===== src/rtl/sal_arb_pkg.sv =====
// Shared types and helpers for the weighted round-robin arbiter family.
// Holds the credit-state encoding and the effective-weight helper. A zero
// weight is treated as one so that it can never starve a requester.
package sal_arb_pkg;

  localparam int SAL_ARB_MAX_REQ = 64;

  // ARB_IDLE: no live credit, so the next evaluation rotates.
  // ARB_HOLD: the owner still has credit left in its burst.
  typedef enum logic {
    ARB_IDLE = 1'b0,
    ARB_HOLD = 1'b1
  } arb_state_t;

  // A zero weight is granted as if it were one.
  function automatic logic [31:0] f_eff_weight(input logic [31:0] weight);
    return (weight == 32'd0) ? 32'd1 : weight;
  endfunction

endpackage


===== src/rtl/sal_arb_rr_pick.sv =====
// Combinational rotated priority picker. It scans req upward from start
// and wraps at REQ_CNT-1 -> 0, so any requester count is supported.
// It returns the first hit as a one-hot vector and as an index.
// start must be below REQ_CNT.
module sal_arb_rr_pick #(
  parameter int REQ_CNT = 8,
  parameter int IDX_W   = $clog2(REQ_CNT)
) (
  input  logic [REQ_CNT-1:0] req,
  input  logic [IDX_W-1:0]   start,
  output logic [REQ_CNT-1:0] onehot,
  output logic [IDX_W-1:0]   idx,
  output logic               valid
);

  // First requester at or after start, with wrap-around.
  always_comb begin
    int pos;
    pos    = 0;
    onehot = '0;
    idx    = '0;
    valid  = 1'b0;
    for (int i = 0; i < REQ_CNT; i++) begin
      pos = int'(start) + i;
      if (pos >= REQ_CNT) pos = pos - REQ_CNT;
      if (!valid && req[pos]) begin
        valid       = 1'b1;
        idx         = IDX_W'(pos);
        onehot[pos] = 1'b1;
      end
    end
  end

endmodule


===== src/rtl/sal_arbiter_wrr.sv =====
// N-to-1 weighted round-robin arbiter with a one-entry registered output.
// The owner keeps winning while it requests and has credit left. After
// that, the priority rotates to the next requester above the owner.
// Handshake: upstream and downstream both use req/gnt. A requester's
// payload is captured in the cycle that its gnt_arr_o bit is high. The
// output entry is consumed when req_o && gnt_i. A new grant is made only
// when the output register is empty or is being popped in the same cycle.
// Optional macro SAL_ARBITER_WRR_LOCK_EN adds lock_i. While lock_i is high,
// a requesting owner is held without spending credit.
module sal_arbiter_wrr
  import sal_arb_pkg::*;
#(
  parameter int REQ_CNT      = 8,
  parameter int REQ_CNT_LG2  = $clog2(REQ_CNT),
  parameter int DATA_WIDTH   = 12,
  parameter int WEIGHT_WIDTH = 4
) (
  input  logic                    clk,
  input  logic                    rst_n,
  input  logic [REQ_CNT-1:0]      req_arr_i,
  input  logic [DATA_WIDTH-1:0]   data_arr_i   [0:REQ_CNT-1],
  input  logic [WEIGHT_WIDTH-1:0] weight_arr_i [0:REQ_CNT-1],
`ifdef SAL_ARBITER_WRR_LOCK_EN
  input  logic                    lock_i,
`endif
  output logic [REQ_CNT-1:0]      gnt_arr_o,
  output logic                    req_o,
  output logic [DATA_WIDTH-1:0]   data_o,
  output logic [REQ_CNT_LG2-1:0]  src_o,
  input  logic                    gnt_i
);

  arb_state_t               arb_state;
  logic [REQ_CNT_LG2-1:0]   owner;
  logic [WEIGHT_WIDTH-1:0]  credit;

  logic [REQ_CNT_LG2-1:0]   pick_start;
  logic [REQ_CNT_LG2-1:0]   pick_idx;
  logic [REQ_CNT-1:0]       pick_onehot;
  logic                     pick_valid;
  logic [REQ_CNT_LG2-1:0]   win_idx;
  logic [REQ_CNT-1:0]       owner_onehot;
  logic [WEIGHT_WIDTH-1:0]  new_credit;
  logic                     load_en;
  logic                     owner_req;
  logic                     lock_hold;
  logic                     hold_case;
  logic                     grant_valid;

  assign load_en   = !req_o || gnt_i;
  assign owner_req = req_arr_i[owner];

  // The scan starts just above the owner, so the owner is checked last.
  assign pick_start = (owner == REQ_CNT_LG2'(REQ_CNT - 1)) ? '0
                                                           : owner + REQ_CNT_LG2'(1);

  sal_arb_rr_pick #(
    .REQ_CNT (REQ_CNT),
    .IDX_W   (REQ_CNT_LG2)
  ) u_pick (
    .req    (req_arr_i),
    .start  (pick_start),
    .onehot (pick_onehot),
    .idx    (pick_idx),
    .valid  (pick_valid)
  );

`ifdef SAL_ARBITER_WRR_LOCK_EN
  assign lock_hold = lock_i && owner_req;
`else
  assign lock_hold = 1'b0;
`endif

  assign hold_case   = (owner_req && (arb_state == ARB_HOLD)) || lock_hold;
  // Grants are suppressed during reset so that no payload is consumed then.
  assign grant_valid = rst_n && load_en && pick_valid;
  assign win_idx     = hold_case ? owner : pick_idx;
  assign new_credit  = WEIGHT_WIDTH'(f_eff_weight(32'(weight_arr_i[pick_idx])) - 32'd1);

  // One-hot decode of the current owner, used for HOLD grants.
  always_comb begin
    owner_onehot        = '0;
    owner_onehot[owner] = 1'b1;
  end

  assign gnt_arr_o = grant_valid ? (hold_case ? owner_onehot : pick_onehot) : '0;

  // Owner/credit state and the registered output entry.
  always_ff @(posedge clk or negedge rst_n) begin
    if (!rst_n) begin
      arb_state <= ARB_IDLE;
      owner     <= '0;
      credit    <= '0;
      req_o     <= 1'b0;
      data_o    <= '0;
      src_o     <= '0;
    end else if (grant_valid) begin
      req_o  <= 1'b1;
      data_o <= data_arr_i[win_idx];
      src_o  <= win_idx;
      if (hold_case) begin
        if (!lock_hold) begin
          credit    <= credit - WEIGHT_WIDTH'(1);
          arb_state <= (credit == WEIGHT_WIDTH'(1)) ? ARB_IDLE : ARB_HOLD;
        end
      end else begin
        owner     <= pick_idx;
        credit    <= new_credit;
        arb_state <= (new_credit != '0) ? ARB_HOLD : ARB_IDLE;
      end
    end else if (gnt_i) begin
      req_o <= 1'b0;
    end
  end

endmodule


===== config.mk =====
export PLATFORM = sky130hd
export DESIGN_NAME = sal_arbiter_wrr
export DESIGN_NICKNAME = d
export VERILOG_FILES = /design/src/rtl/sal_arb_pkg.sv /design/src/rtl/sal_arb_rr_pick.sv /design/src/rtl/sal_arbiter_wrr.sv
export SDC_FILE = /design/constraint.sdc
export NUM_CORES = 1
export LEC_CHECK = 0
export CORE_MARGIN = 2
export CORE_UTILIZATION = 48
export DETAILED_ROUTE_END_ITERATION = 12
export PLACE_DENSITY = 0.83
export REMOVE_ABC_BUFFERS = 1
export SYNTH_ARGS = -nofsm -noshare
export SYNTH_HDL_FRONTEND = slang
export SYNTH_HIERARCHICAL = 1
export SYNTH_SLANG_ARGS = --single-unit

===== constraint.sdc =====
create_clock -name clk -period 7.1 [get_ports clk]
set_input_delay 1.42 -clock clk [delete_from_list [all_inputs] [get_ports clk]]
set_output_delay 1.42 -clock clk [all_outputs]
set_load 0.1 [all_outputs]

[Word-level counts from Yosys, hierarchy flattened]
Cells that the tools add are included.
Widths: inputs -> output; s select.
Word-level totals
  bits in registers: 21
  bits of input ports: 139
  word-level logic and storage cells: 186
Cells by class
  add/sub/neg operators: 18
  $lt $le $gt $ge: 28
  equality and inequality tests: 2
  muxes and demuxes: 93
  bitwise logic cells: 9
  reduce and logical (&&, ||, !) cells: 31
Operator list (count)
  $ge 32x1->1 const B: 8
  $lt 32x5->1 const B: 8
  $mux 32: 8
  $ge 32x5->1 const B: 7
  $sub 32x5->32 const B: 7
  $mux 8: 10
  $or 8x8->8: 7
  $mux 1: 39
  $bmux 12 s3: 1
  $mux 3: 10
  $bmux 1 s3: 9
  $demux 1 s3: 9
  $mux 12: 2
  $logic_and 1x1->1: 19
  $add 3x3->4 const B: 4
  $mux 4: 4
  $bmux 4 s3: 1
  $add 3x2->4 const B: 2
  $ge 4x4->1 const B: 2
  $logic_not 1->1: 8
  $not 3->4: 2
  $sub 4x1->4 const B: 2
  $sub 3x4->5 const B: 1
  $add 3x1->4 const B: 1
  10 further kinds: 10

[Depth between registers and ports, before layout]
Gate-level depths: netlist of run 1.
  depth after elaboration: 39
  mapped depth: 26

[By module]
Netlist of run 1, hierarchy kept.
Modules (own cells, without submodules)
  sal_arbiter_wrr: instances 1, cells each 456, area an instance 3503.4 um^2
  sal_arb_rr_pick: instances 1, cells each 165, area an instance 1423.9 um^2

[Worst setup path before layout of run 1]
No wires, ideal clock.
  path kind: reg2out
  from: register owner[0]
  to: output port gnt_arr_o[0]
  arrival time: 6.259 ns
  data required time: 5.680 ns
  setup slack: -0.579 ns
  cell stages (with the launch flop): 20
  buffers on the path: 9
  cells stage by stage: dfrtp_1 -> buf_6 -> buf_2 -> clkbuf_1 -> clkbuf_1 -> nor2_1 -> inv_1 -> clkbuf_1 -> ha_1 -> buf_6 -> mux2i_1 -> mux4_2 -> a32oi_4 -> buf_6 -> nor3_2 -> nand3_1 -> nand3_1 -> clkbuf_1 -> clkbuf_1 -> a21oi_1
Between the ends
  cells in the longest elaborated chain, start to end: 31
  elaborated cells on any way between the ends: 146
RTL lines
  start, declared: RTL line sal_arbiter_wrr.sv:34  | logic [REQ_CNT_LG2-1:0] owner;
  start signal, assigned: RTL line sal_arbiter_wrr.sv:107  | owner <= pick_idx;
  $add 3x1->3 / $eq 3x3->1 (equally long branches): RTL line sal_arbiter_wrr.sv:55, sal_arbiter_wrr.sv:54
  $mux 3 (*): RTL line sal_arbiter_wrr.sv:54  | assign pick_start = (owner == REQ_CNT_LG2'(REQ_CNT - 1)) ? '0
  named net pick_start[0]: RTL line sal_arbiter_wrr.sv:37  | logic [REQ_CNT_LG2-1:0] pick_start;
  parallel branches: the longest is 26 deep, another holds $sub 32x5->32
  $mux 1 (*): RTL line sal_arb_rr_pick.sv:26  | if (!valid && req[pos]) begin
  named net pick_valid: RTL line sal_arbiter_wrr.sv:40  | logic pick_valid;
  $logic_and 1x1->1 (*): RTL line sal_arbiter_wrr.sv:76  | assign grant_valid = rst_n && load_en && pick_valid;
  $mux 8 (*): RTL line sal_arbiter_wrr.sv:86  | assign gnt_arr_o = grant_valid ? (hold_case ? owner_onehot : pick_onehot) : '0;
  end, declared: RTL line sal_arbiter_wrr.sv:26  | output logic [REQ_CNT-1:0] gnt_arr_o,
Mark *: on every way through the listed nets, which the timed path passes. The select of a mux whose other input is x is not followed.

[Worst setup path after layout of run 1]
  from: register owner[0]
  to: output port gnt_arr_o[2]
Between the ends
  cells in the longest elaborated chain, start to end: 31
  elaborated cells on any way between the ends: 146
RTL lines
  $add 3x1->3 / $eq 3x3->1 (equally long branches): RTL line sal_arbiter_wrr.sv:55, sal_arbiter_wrr.sv:54
  $mux 3 (*): RTL line sal_arbiter_wrr.sv:54
  named net pick_start[1]: RTL line sal_arbiter_wrr.sv:37
  parallel branches: the longest is 26 deep, another holds $sub 32x5->32
  $mux 8 (*): RTL line sal_arb_rr_pick.sv:26
  named net pick_onehot[2]: RTL line sal_arbiter_wrr.sv:39  | logic [REQ_CNT-1:0] pick_onehot;
  $mux 8 (*) (2 in a row): RTL line sal_arbiter_wrr.sv:86
Marks and branches as above.

==> impl_results.md, run 1 <==
- WL/cell: 20.31 um
- Warnings from Yosys: 6
- Final setup margin: 0.5743 ns
- Nets: 893
- Total global routing overflow: 0
- Placed cells: 868
- CP arrival: 5.11 ns
- Crit. End Element: primary output
- Die area: 0.01109 mm2
- Critical Path, Cell by Cell: ha_1 > inv_1 > ha_1 > buf_4 > mux2i_1 > mux4_2 > a32oi_4 > o32ai_1 > a21oi_1 > o221ai_1 > nand2_1 > a21oi_1 > buf_12
- CTS Buf Count: 3
- Syn Area/Cell: 7.934 um2
- Delay-heaviest family, CP: compound AO/OA/AOI/OAI gates
- Crit Path Class: reg -> out
- P&R area growth vs syn: 35.63%
- # fillers: 825
- Initial antenna violation count: 0
- Pin count of the biggest net entering global routing: 93
- Die height: 105.3 um
- Share of cells above drive strength 1: 11.50%
- Status: complete, no violations
- CTS tree: done
- Gr usage total: 30.49%
- DP HPWL: 12,980 um
- Seq cells post-synth: 21
- Setup tns final: 0 ns
- Sequential share of the synthesized area: 10.67%
- Top post-synthesis cells by count: nand2_1 (77), nand2b_1 (75), a21oi_1 (56), clkbuf_1 (43), a211oi_1 (39)
- Core footprint: 0.009864 mm2
- Final design utilization: 67.74%
- Ports: 163
- Max-slew headroom: 19.84%
- Hold Fails Final Rpt: 0
- Post-synth top flop: dfrtp_1
- Clk_skew: 0.008540 ns
- Tcrit/Tclk final: 91.91%
- Clk sink count: 21
- DR pass1 iterations: 5
- Top cells by area, synth: dfrtp_1 (11%), mux4_2 (9.6%), nand2b_1 (9.5%)
- Asr flop ratio synth: 100.0%
- Worst hold path type: reg -> reg
- Buffers and inverters on the worst path: 3
- Vias in the first global route: 5,699
- CTS Buffer Depth: 2
- CP peak stage delay: 0.81 ns
- CP max stage cell: o32ai_1
- Share of the synthesized area in the top cell type: 10.67%
- Vias per cell: 6.592
- First-pass GRT wire length: 27,960 um
- DRT iter0 DRCs: 481
- Post-DRT Antenna Nets: 0
- Number of max-cap violations: 0
- Synth Cell Area: 0.004927 mm2
- CTS H-tree depth: 1
- EDFF count, synth: 0
- Die extent in x: 105.3 um
- Slew @ Worst Pin: 1.202 ns
- Setup Fix Bufs, Post-CTS: 0
- Crit Path Max Fanout: 17
- Unrepaired setup endpoints after global routing: no
- Buffers on Ports: 162
- Residual DRC count: 0
- Gpl congestion: 0.9718
- Clk Latency, worst-skew pair: 0.27 ns
- Post_cts resized: 0
- # rows: 36
- # diodes: 0
- Pre-CTS setup slack: 0.7090 ns
- Final setup fails: 0
- Starting Density: 49.95%
- Post-Layout Cell Count: 872
- Max Clk Rate: 0.1532 GHz
- Sequential cell area: 526.8 um2
- Vias: 5,748
- Most common cell in the netlist: nand2_1
- Reg clk slew, reported paths: 0.09 ns
- Distinct cells, synth: 72
- Max-slew violations: 0
- Syn Inst Count: 621
- WL final: 17,710 um
- CP startpoint kind: register
- Dominant cell type by area after synthesis: dfrtp_1
- Minimum clock period: 6.526 ns
- Critical Path RT: 5.68 ns
- Multi-input logic area: 0.004081 mm2
- Clock Root Buffer: clkbuf_8
- Cts hold-fix bufs: 0
[worst reg2reg max path, stage by stage (launching register included)]
cell	delay [ns]
dfrtp_2	0.41
ha_1	0.64
inv_1	0.28
ha_1	0.51
buf_4	0.30
mux2i_1	0.15
mux4_2	0.55
a32oi_4	0.53
nor4_4	0.17
and2_1	0.20
o22ai_1	0.89
mux4_2	0.43
mux2i_1	0.29
and2_1	0.20
a21oi_1	0.10
ha_1	0.21
xnor2_1	0.12
nor2_1	0.13
nand3_1	0.09
a22o_1	0.18
[cell usage in the layout (no fill, tap or decap), types with 4 or more instances in the layout]
master,count
nand2_1,77
buf_12,8
ha_1,14
a21oi_1,55
mux2_2,14
nor3_1,9
a31oi_1,5
mux2i_1,26
xnor2_1,4
a32o_1,4
nand2b_1,75
mux2_4,5
o21ai_0,14
inv_1,11
clkdlybuf4s50_1,154
o221ai_1,7
nor2_1,14
dfrtp_1,20
a32oi_1,5
a311oi_1,34
and2_1,4
a311o_1,4
a221o_1,9
mux2_1,4
a211oi_1,39
nand3_1,11
buf_4,15
mux4_2,21
[sequential cells by signal, summed over array words and instances, names as in the netlist]
register and count:
arb_state 1, data_o 12, req_o 1, credit 4
owner 3
[cell type report]
| class | count | share of cell area [%] |
|---|---|---|
| Tap cell | 133 | 2.490 |
| Inverter | 13 | 0.7302 |
| Clock buffer | 4 | 0.6740 |
| Sequential cell | 21 | 7.882 |
| Multi-Input combinational cell | 524 | 61.07 |
| Timing Repair Buffer | 177 | 27.15 |
[through the flow]
| stage | instance area (um2) | hold WS [ns] |
|---|---|---|
| floorplan | 4637 | 0.4876 |
| global placement | 6638 | 0.4867 |
| detailed placement | 6638 | 0.4898 |
| CTS | 6683 | 0.5066 |
| global route | 6683 | 0.5539 |
| finish | 6683 | 0.5110 |
[kinds of logic after synthesis]
logic type	count (synthesis)	synth area share, %
adder cells (fa/ha/maj)	14	3.555
AO/OA/AOI/OAI	214	32.23
AND/OR/NAND/NOR	215	23.41
flip-flops	21	10.67
buffers and inverters	76	6.881
XOR/XNOR	6	1.067
multiplexers	75	22.19
[worst paths after layout]
| path | to | from | cells after the start | slack (ns) |
|---|---|---|---|---|
| worst max-delay path | gnt_arr_o[2] | owner[0] | 13 | 0.57 |
| worst min-delay path | data_o[9] | data_o[9] | 2 | 0.51 |
| worst max register to register | arb_state | owner[0] | 19 | 0.62 |
| worst min register to register | data_o[9] | data_o[9] | 2 | 0.51 |
| max in group asynchronous | owner[0] | rst_n | 2 | 5.32 |
| min in group asynchronous | data_o[8] | rst_n | 2 | 1.51 |
[metal layers]
metal	global-route usage, %	up-vias	share of wire, %
li1	-	2653	-
met1	40.02	2784	42
met2	51.15	276	49
met3	3.834	35	6.9
met4	11.24	0	2.2
met5	0	-	0
Power of run 1 is left out: the tool's default activity adds up to more than one toggle a clock period on the data nets, which glitch-free logic cannot reach.
==> inputs of run 2 (changes only) <==
- CELL_PAD_IN_SITES_DETAIL_PLACEMENT: not set -> 1
- CELL_PAD_IN_SITES_GLOBAL_PLACEMENT: not set -> 1
- CORE_UTILIZATION: 48 -> 34
- PLACE_DENSITY: 0.83 -> not set
- PLACE_DENSITY_LB_ADDON: not set -> 0.1
==> run 2 against run 1 <==
  * Clock skew down 0.0035 ns
  * Via count fell by 0.14%
  * Worst hold slack improved by 0.0039 ns
  * Die area rose by 39%
  * Non-clock buffer count increased by 5
==> impl_results.md, run 2 (synthesized netlist as in run 1, its figures left out) <==
- Status: complete, no violations (unchanged)
- Total global routing overflow: 0 (unchanged)
- Reg2reg end: credit[2] (was arb_state)
- WL/cell: 21.23 um (was 20.31 um)
- DRT iter0 DRCs: 424 (was 481)
- # diodes: 0 (unchanged)
- Critical Path RT: 5.68 ns (about the same)
- # fillers: 1,664 (was 825)
- Top layer in use: met4 (unchanged)
- First-pass GRT wire length: 31,560 um (was 27,960 um)
- Vias per cell: 6.212 (was 6.592)
- Top Registers: data_o: 12 flops, credit: 4 flops, owner: 3 flops (unchanged)
- Placed cells: 920 (was 868)
- DR pass1 iterations: 4 (was 5)
- Setup Fix Bufs, Post-CTS: 0 (unchanged)
- Critical Path, Cell by Cell: clkdlybuf4s50_1 > mux2i_1 > mux4_2 > a32oi_4 > nor3_2 > nand3_1 > nand3_1 > a21oi_1 > buf_12 (was ha_1 > inv_1 > ha_1 > buf_4 > mux2i_1 > mux4_2 > a32oi_4 > o32ai_1 > a21oi_1 > o221ai_1 > nand2_1 > a21oi_1 > buf_12)
- CTS H-tree depth: 1 (unchanged)
- # rows: 43 (was 36)
- Worst hold path type: reg -> reg (unchanged)
- Hold Fails Final Rpt: 0 (unchanged)
- Pin count of the biggest net entering global routing: 92 (was 93)
- Slew @ Worst Pin: 1.177 ns (was 1.202 ns)
- Share of cells above drive strength 1: 12.10% (was 11.50%)
- Reg clk slew, reported paths: 0.06 ns (was 0.09 ns)
- Number of max-cap violations: 0 (unchanged)
- Starting Density: 35.09% (was 49.95%)
- Max-slew violations: 0 (unchanged)
- WL final: 19,620 um (was 17,710 um)
- CP max stage cell: clkdlybuf4s50_1 (was o32ai_1)
- Die area: 0.01547 mm2 (was 0.01109 mm2)
- Max reg flops: 12 (unchanged)
- Multi-input logic area: 0.004081 mm2 (unchanged)
- Cts hold-fix bufs: 0 (unchanged)
- Nets: 898 (was 893)
- Final setup fails: 0 (unchanged)
- Vias: 5,740 (was 5,748)
- Minimum clock period: 6.199 ns (was 6.526 ns)
- Clock Root Buffer: clkbuf_16 (was clkbuf_8)
- CP startpoint kind: primary input (was register)
- Crit Path Class: in -> out (was reg -> out)
- Unrepaired setup endpoints after global routing: no (unchanged)
- CP arrival: 4.78 ns (was 5.11 ns)
- Clk_skew: 0.005005 ns (was 0.008540 ns)
- Post_cts resized: 0 (unchanged)
- Biggest register: data_o (unchanged)
- Max Clk Rate: 0.1613 GHz (was 0.1532 GHz)
- Gpl congestion: 0.9118 (was 0.9718)
- Sequential cell area: 526.8 um2 (unchanged)
- Max-slew headroom: 19.95% (was 19.84%)
- End of the critical path: gnt_arr_o[4] (was gnt_arr_o[2])
- Setup slack, reg-to-reg: 1.19 ns (was 0.62 ns)
- Metal3 WL: 634 um (was 1227 um)
- DP HPWL: 14,700 um (was 12,980 um)
- Die height: 124.4 um (was 105.3 um)
- Die extent in x: 124.4 um (was 105.3 um)
- CP startpoint: req_arr_i[2] (was owner[0])
- Vias in the first global route: 6,176 (was 5,699)
- RR Startpoint: owner[0] (unchanged)
- Residual DRC count: 0 (unchanged)
- Post-DRT Antenna Nets: 0 (unchanged)
- Commonest non-fill, non-tap cell in the layout: clkdlybuf4s50_1 (unchanged)
- Core footprint: 0.01404 mm2 (was 0.009864 mm2)
- Commonest cells after routing, fill and taps aside: clkdlybuf4s50_1 (154), nand2_1 (77), nand2b_1 (75), a21oi_1 (55), a211oi_1 (39) (unchanged)
- Gr usage total: 24.32% (was 30.49%)
- Buffers on Ports: 162 (unchanged)
- Ports: 163 (unchanged)
- Crit-path most repeated cell: nand3_1
- CTS Buffer Depth: 2 (unchanged)
- Tcrit/Tclk final: 87.31% (was 91.91%)
- Setup tns final: 0 ns (unchanged)
- Worst R2R Path Depth: 20 (was 19)
- Post-Layout Cell Count: 924 (was 872)
- CTS tree: done (unchanged)
- Crit Path Max Fanout: 15 (was 17)
- Clk Latency, worst-skew pair: 0.25 ns (was 0.27 ns)
- P&R area growth vs syn: 38.27% (was 35.63%)
- WL met2: 10,350 um (was 8710 um)
- CTS Buf Count: 3 (unchanged)
- Initial antenna violation count: 0 (unchanged)
- CP peak stage delay: 0.65 ns (was 0.81 ns)
- Placed cell area: 0.006734 mm2 (was 0.006638 mm2)
- Final Instance Area: 0.006813 mm2 (was 0.006683 mm2)
- M1 wire length: 8171 um (was 7385 um)
- Crit. End Element: primary output (unchanged)
- Clk sink count: 21 (unchanged)
run 2: through the flow:
step	hold WS [ns]	util (%)	setup slack [ns]
after floorplan	0.4876	-	-4.249
after global placement	0.4977	47.96	0.9708
after detailed placement	0.5076	47.96	0.8081
after CTS	0.5237	48.52	0.9165
after global routing	0.5488	48.52	0.7017
final	0.5149	48.52	0.9008
run 2: metal layers:
layer | GRT usage (%) | vias up
met2 | 45.52 | 148
met4 | 7.138 | 0
met5 | 0 | -
met1 | 29.40 | 2893
li1 | - | 2663
met3 | 2.148 | 36
run 2: layout make-up:
| cell class | instances | area share (%) |
|---|---|---|
| multi-input cells | 524 | 59.91 |
| repair buffers | 182 | 27.18 |
| flip-flops and latches | 21 | 7.732 |
| well taps | 180 | 3.306 |
| clock buffers | 4 | 1.157 |
| inverters | 13 | 0.7163 |
run 2: worst max-delay path, delay by kind of cell:
kind	cells	cell delay, ns
AOI/OAI and AO/OA	2	0.96
buffers and inverters	2	0.87
and+or+nand+nor	3	0.82
muxes	2	0.69
run 2: how the worst min path moves through the flow:
stage          startpoint    endpoint  cells after the start
2_1_floorplan   credit[3]   credit[3]                      1
3_3_place_gp    data_o[9]   data_o[9]                      2
3_5_place_dp    data_o[6]   data_o[6]                      2
4_1_cts        data_o[10]  data_o[10]                      2
5_1_grt         data_o[6]   data_o[6]                      2
6_report       data_o[10]  data_o[10]                      2
Power of run 2 is left out for the same reason.
==> inputs of run 3 (changes only) <==
- RECOVER_POWER: not set -> 100
- SKIP_CTS_REPAIR_TIMING: not set -> 1
==> run 3 against run 2 <==
  * Routed wire length is essentially flat
  * Worst hold slack lost 0.0049 ns
  * Worst setup slack lost 0.33 ns
  * Flip-flop and latch count is the same
  * Design area shrank 1.9%
  * Core utilization shrank 0.94 points
  * First-iteration DRC count grew 1.7%
  * Sequential share of layout area grew 0.15 points
  * Die area is the same
  * Critical path depth is the same
  * Critical endpoint unchanged
  * Largest cell class unchanged
==> impl_results.md, run 3 (synthesized netlist as in run 1, its figures left out) <==
- CP startpoint kind: primary input (unchanged)
- Residual DRC count: 0 (unchanged)
- Clk Latency, worst-skew pair: 0.25 ns (about the same)
- Critical Path RT: 5.68 ns (about the same)
- Die area: 0.01547 mm2 (unchanged)
- CTS Buf Count: 3 (unchanged)
- Setup slack, reg-to-reg: 0.89 ns (was 1.19 ns)
- Setup tns final: 0 ns (unchanged)
- CP arrival: 5.11 ns (was 4.78 ns)
- Crit Path Max Fanout: 15 (unchanged)
- Top Registers: data_o: 12 flops, credit: 4 flops, owner: 3 flops (unchanged)
- Commonest non-fill, non-tap cell in the layout: clkdlybuf4s50_1 (unchanged)
- Minimum clock period: 6.525 ns (was 6.199 ns)
- Clk sink count: 21 (unchanged)
- Share of cells above drive strength 1: 11.56% (was 12.10%)
- Vias per cell: 6.201 (was 6.212)
- Die height: 124.4 um (unchanged)
- Worst R2R Path Depth: 20 (unchanged)
- CP max stage cell: mux4_2 (was clkdlybuf4s50_1)
- Post-DRT Antenna Nets: 0 (unchanged)
- Critical Path, Cell by Cell: clkdlybuf4s50_1 > mux4_2 > mux2_1 > or3_1 > nor3_1 > nand3_1 > nand3_1 > a21oi_1 > clkbuf_2 (was clkdlybuf4s50_1 > mux2i_1 > mux4_2 > a32oi_4 > nor3_2 > nand3_1 > nand3_1 > a21oi_1 > buf_12)
- Unrepaired setup endpoints after global routing: no (unchanged)
- Commonest cells after routing, fill and taps aside: clkdlybuf4s50_1 (137), nand2_1 (77), nand2b_1 (75), a21oi_1 (55), a211oi_1 (39) (was clkdlybuf4s50_1 (154), nand2_1 (77), nand2b_1 (75), a21oi_1 (55), a211oi_1 (39))
- DR pass1 iterations: 5 (was 4)
- WL met2: 10,220 um (was 10,350 um)
- Gr usage total: 24.32% (unchanged)
- Vias: 5,730 (was 5,740)
- RR Startpoint: owner[0] (unchanged)
- Vias in the first global route: 6,176 (unchanged)
- CTS H-tree depth: 1 (unchanged)
- Ports: 163 (unchanged)
- Status: complete, no violations (unchanged)
- Hold path cells: 2 (unchanged)
- Clk_skew: 0.005515 ns (was 0.005005 ns)
- Max Clk Rate: 0.1533 GHz (was 0.1613 GHz)
- WL final: 19,620 um (about the same)
- Die extent in x: 124.4 um (unchanged)
- First-pass GRT wire length: 31,560 um (unchanged)
- # rows: 43 (unchanged)
- Biggest register: data_o (unchanged)
- Core footprint: 0.01404 mm2 (unchanged)
- Hold path startpoint: data_o[10] (unchanged)
- CP peak stage delay: 0.58 ns (was 0.65 ns)
- Pin count of the biggest net entering global routing: 92 (unchanged)
- Tcrit/Tclk final: 91.90% (was 87.31%)
- Hold Fails Final Rpt: 0 (unchanged)
- DP HPWL: 14,700 um (unchanged)
- Crit. End Element: primary output (unchanged)
- Max reg flops: 12 (unchanged)
- Buffers on Ports: 162 (unchanged)
- # diodes: 0 (unchanged)
- CTS Buffer Depth: 2 (unchanged)
- Top layer in use: met4 (unchanged)
- P&R area growth vs syn: 35.58% (was 38.27%)
- Crit-path most repeated cell: nand3_1 (unchanged)
- Worst hold path type: reg -> reg (unchanged)
- WL/cell: 21.23 um (about the same)
- Max-slew violations: 0 (unchanged)
- Gpl congestion: 0.9118 (unchanged)
- Final setup fails: 0 (unchanged)
- Reg2reg end: credit[2] (unchanged)
- M1 wire length: 8182 um (was 8171 um)
- Reg clk slew, reported paths: 0.06 ns (about the same)
- Slew @ Worst Pin: 1.301 ns (was 1.177 ns)
- DRT iter0 DRCs: 431 (was 424)
- Clock Root Buffer: clkbuf_16 (unchanged)
- Crit Path Class: in -> out (unchanged)
- Nets: 898 (unchanged)
- Metal3 WL: 645 um (was 634 um)
- Hold Path End: data_o[10] (unchanged)
- Starting Density: 35.09% (unchanged)
- Number of max-cap violations: 0 (unchanged)
- Initial antenna violation count: 0 (unchanged)
- Max-slew headroom: 13.29% (was 19.95%)
- CTS tree: done (unchanged)
- Total global routing overflow: 0 (unchanged)
- CP startpoint: req_arr_i[2] (unchanged)
[run 3: changes by cell type in the layout (fill, tap and decap cells not counted)]
| cell | delta |
|---|---|
| mux2_2 | -1 |
| dlygate4sd3_1 | +17 |
| nor3_1 | +1 |
| nor3_2 | -1 |
| clkbuf_1 | +2 |
| mux2_1 | +1 |
| buf_12 | -8 |
| and2_0 | +1 |
| and2_1 | -1 |
| clkbuf_2 | +8 |
| buf_4 | -2 |
| clkdlybuf4s50_1 | -17 |
[run 3: final cells by class]
class                   instances  area, um2
flip-flops and latches         21      526.8
fillers                      1680       7362
clock buffers                   4      78.83
well taps                     180      225.2
inverters                      13      48.80
repair buffers                182       1724
multi-input cells             524       4076
[run 3: critical path: cells and delay by family]
family                 cells  cell delay [ns]
and+or+nand+nor            4             1.61
AOI/OAI and AO/OA          1             0.11
muxes                      2             0.97
buffers and inverters      2             0.98
[run 3: worst max path at each step]
| stage | end | slack [ns] | cells after the start |
|---|---|---|---|
| 5_1_grt | credit[2] | 0.37 | 20 |
| 4_1_cts | gnt_arr_o[4] | 0.92 | 9 |
| 6_report | gnt_arr_o[4] | 0.57 | 9 |
| 2_1_floorplan | data_o[11] | -4.25 | 14 |
| 3_5_place_dp | credit[2] | 0.81 | 16 |
| 3_3_place_gp | arb_state | 0.97 | 15 |
[run 3: metrics by stage]
step / hold slack, ns / instance area, um2 / util (%) / setup WS [ns] / std cells
global route: 0.5435 / 6680 / 47.57 / 0.3724 / 924
floorplan: 0.4876 / 4637 / - / -4.249 / 558
global placement: 0.4977 / 6734 / 47.96 / 0.9708 / 920
CTS: 0.5237 / 6813 / 48.52 / 0.9165 / 924
detailed placement: 0.5076 / 6734 / 47.96 / 0.8081 / 920
finish: 0.5100 / 6680 / 47.57 / 0.5749 / 924
[run 3: routing by layer]
layer | track usage (%) | vias to the layer above
met5 | 0 | -
met4 | 7.138 | 0
met3 | 2.148 | 45
met2 | 45.52 | 154
met1 | 29.40 | 2868
li1 | - | 2663
Power of run 3 is left out for the same reason.
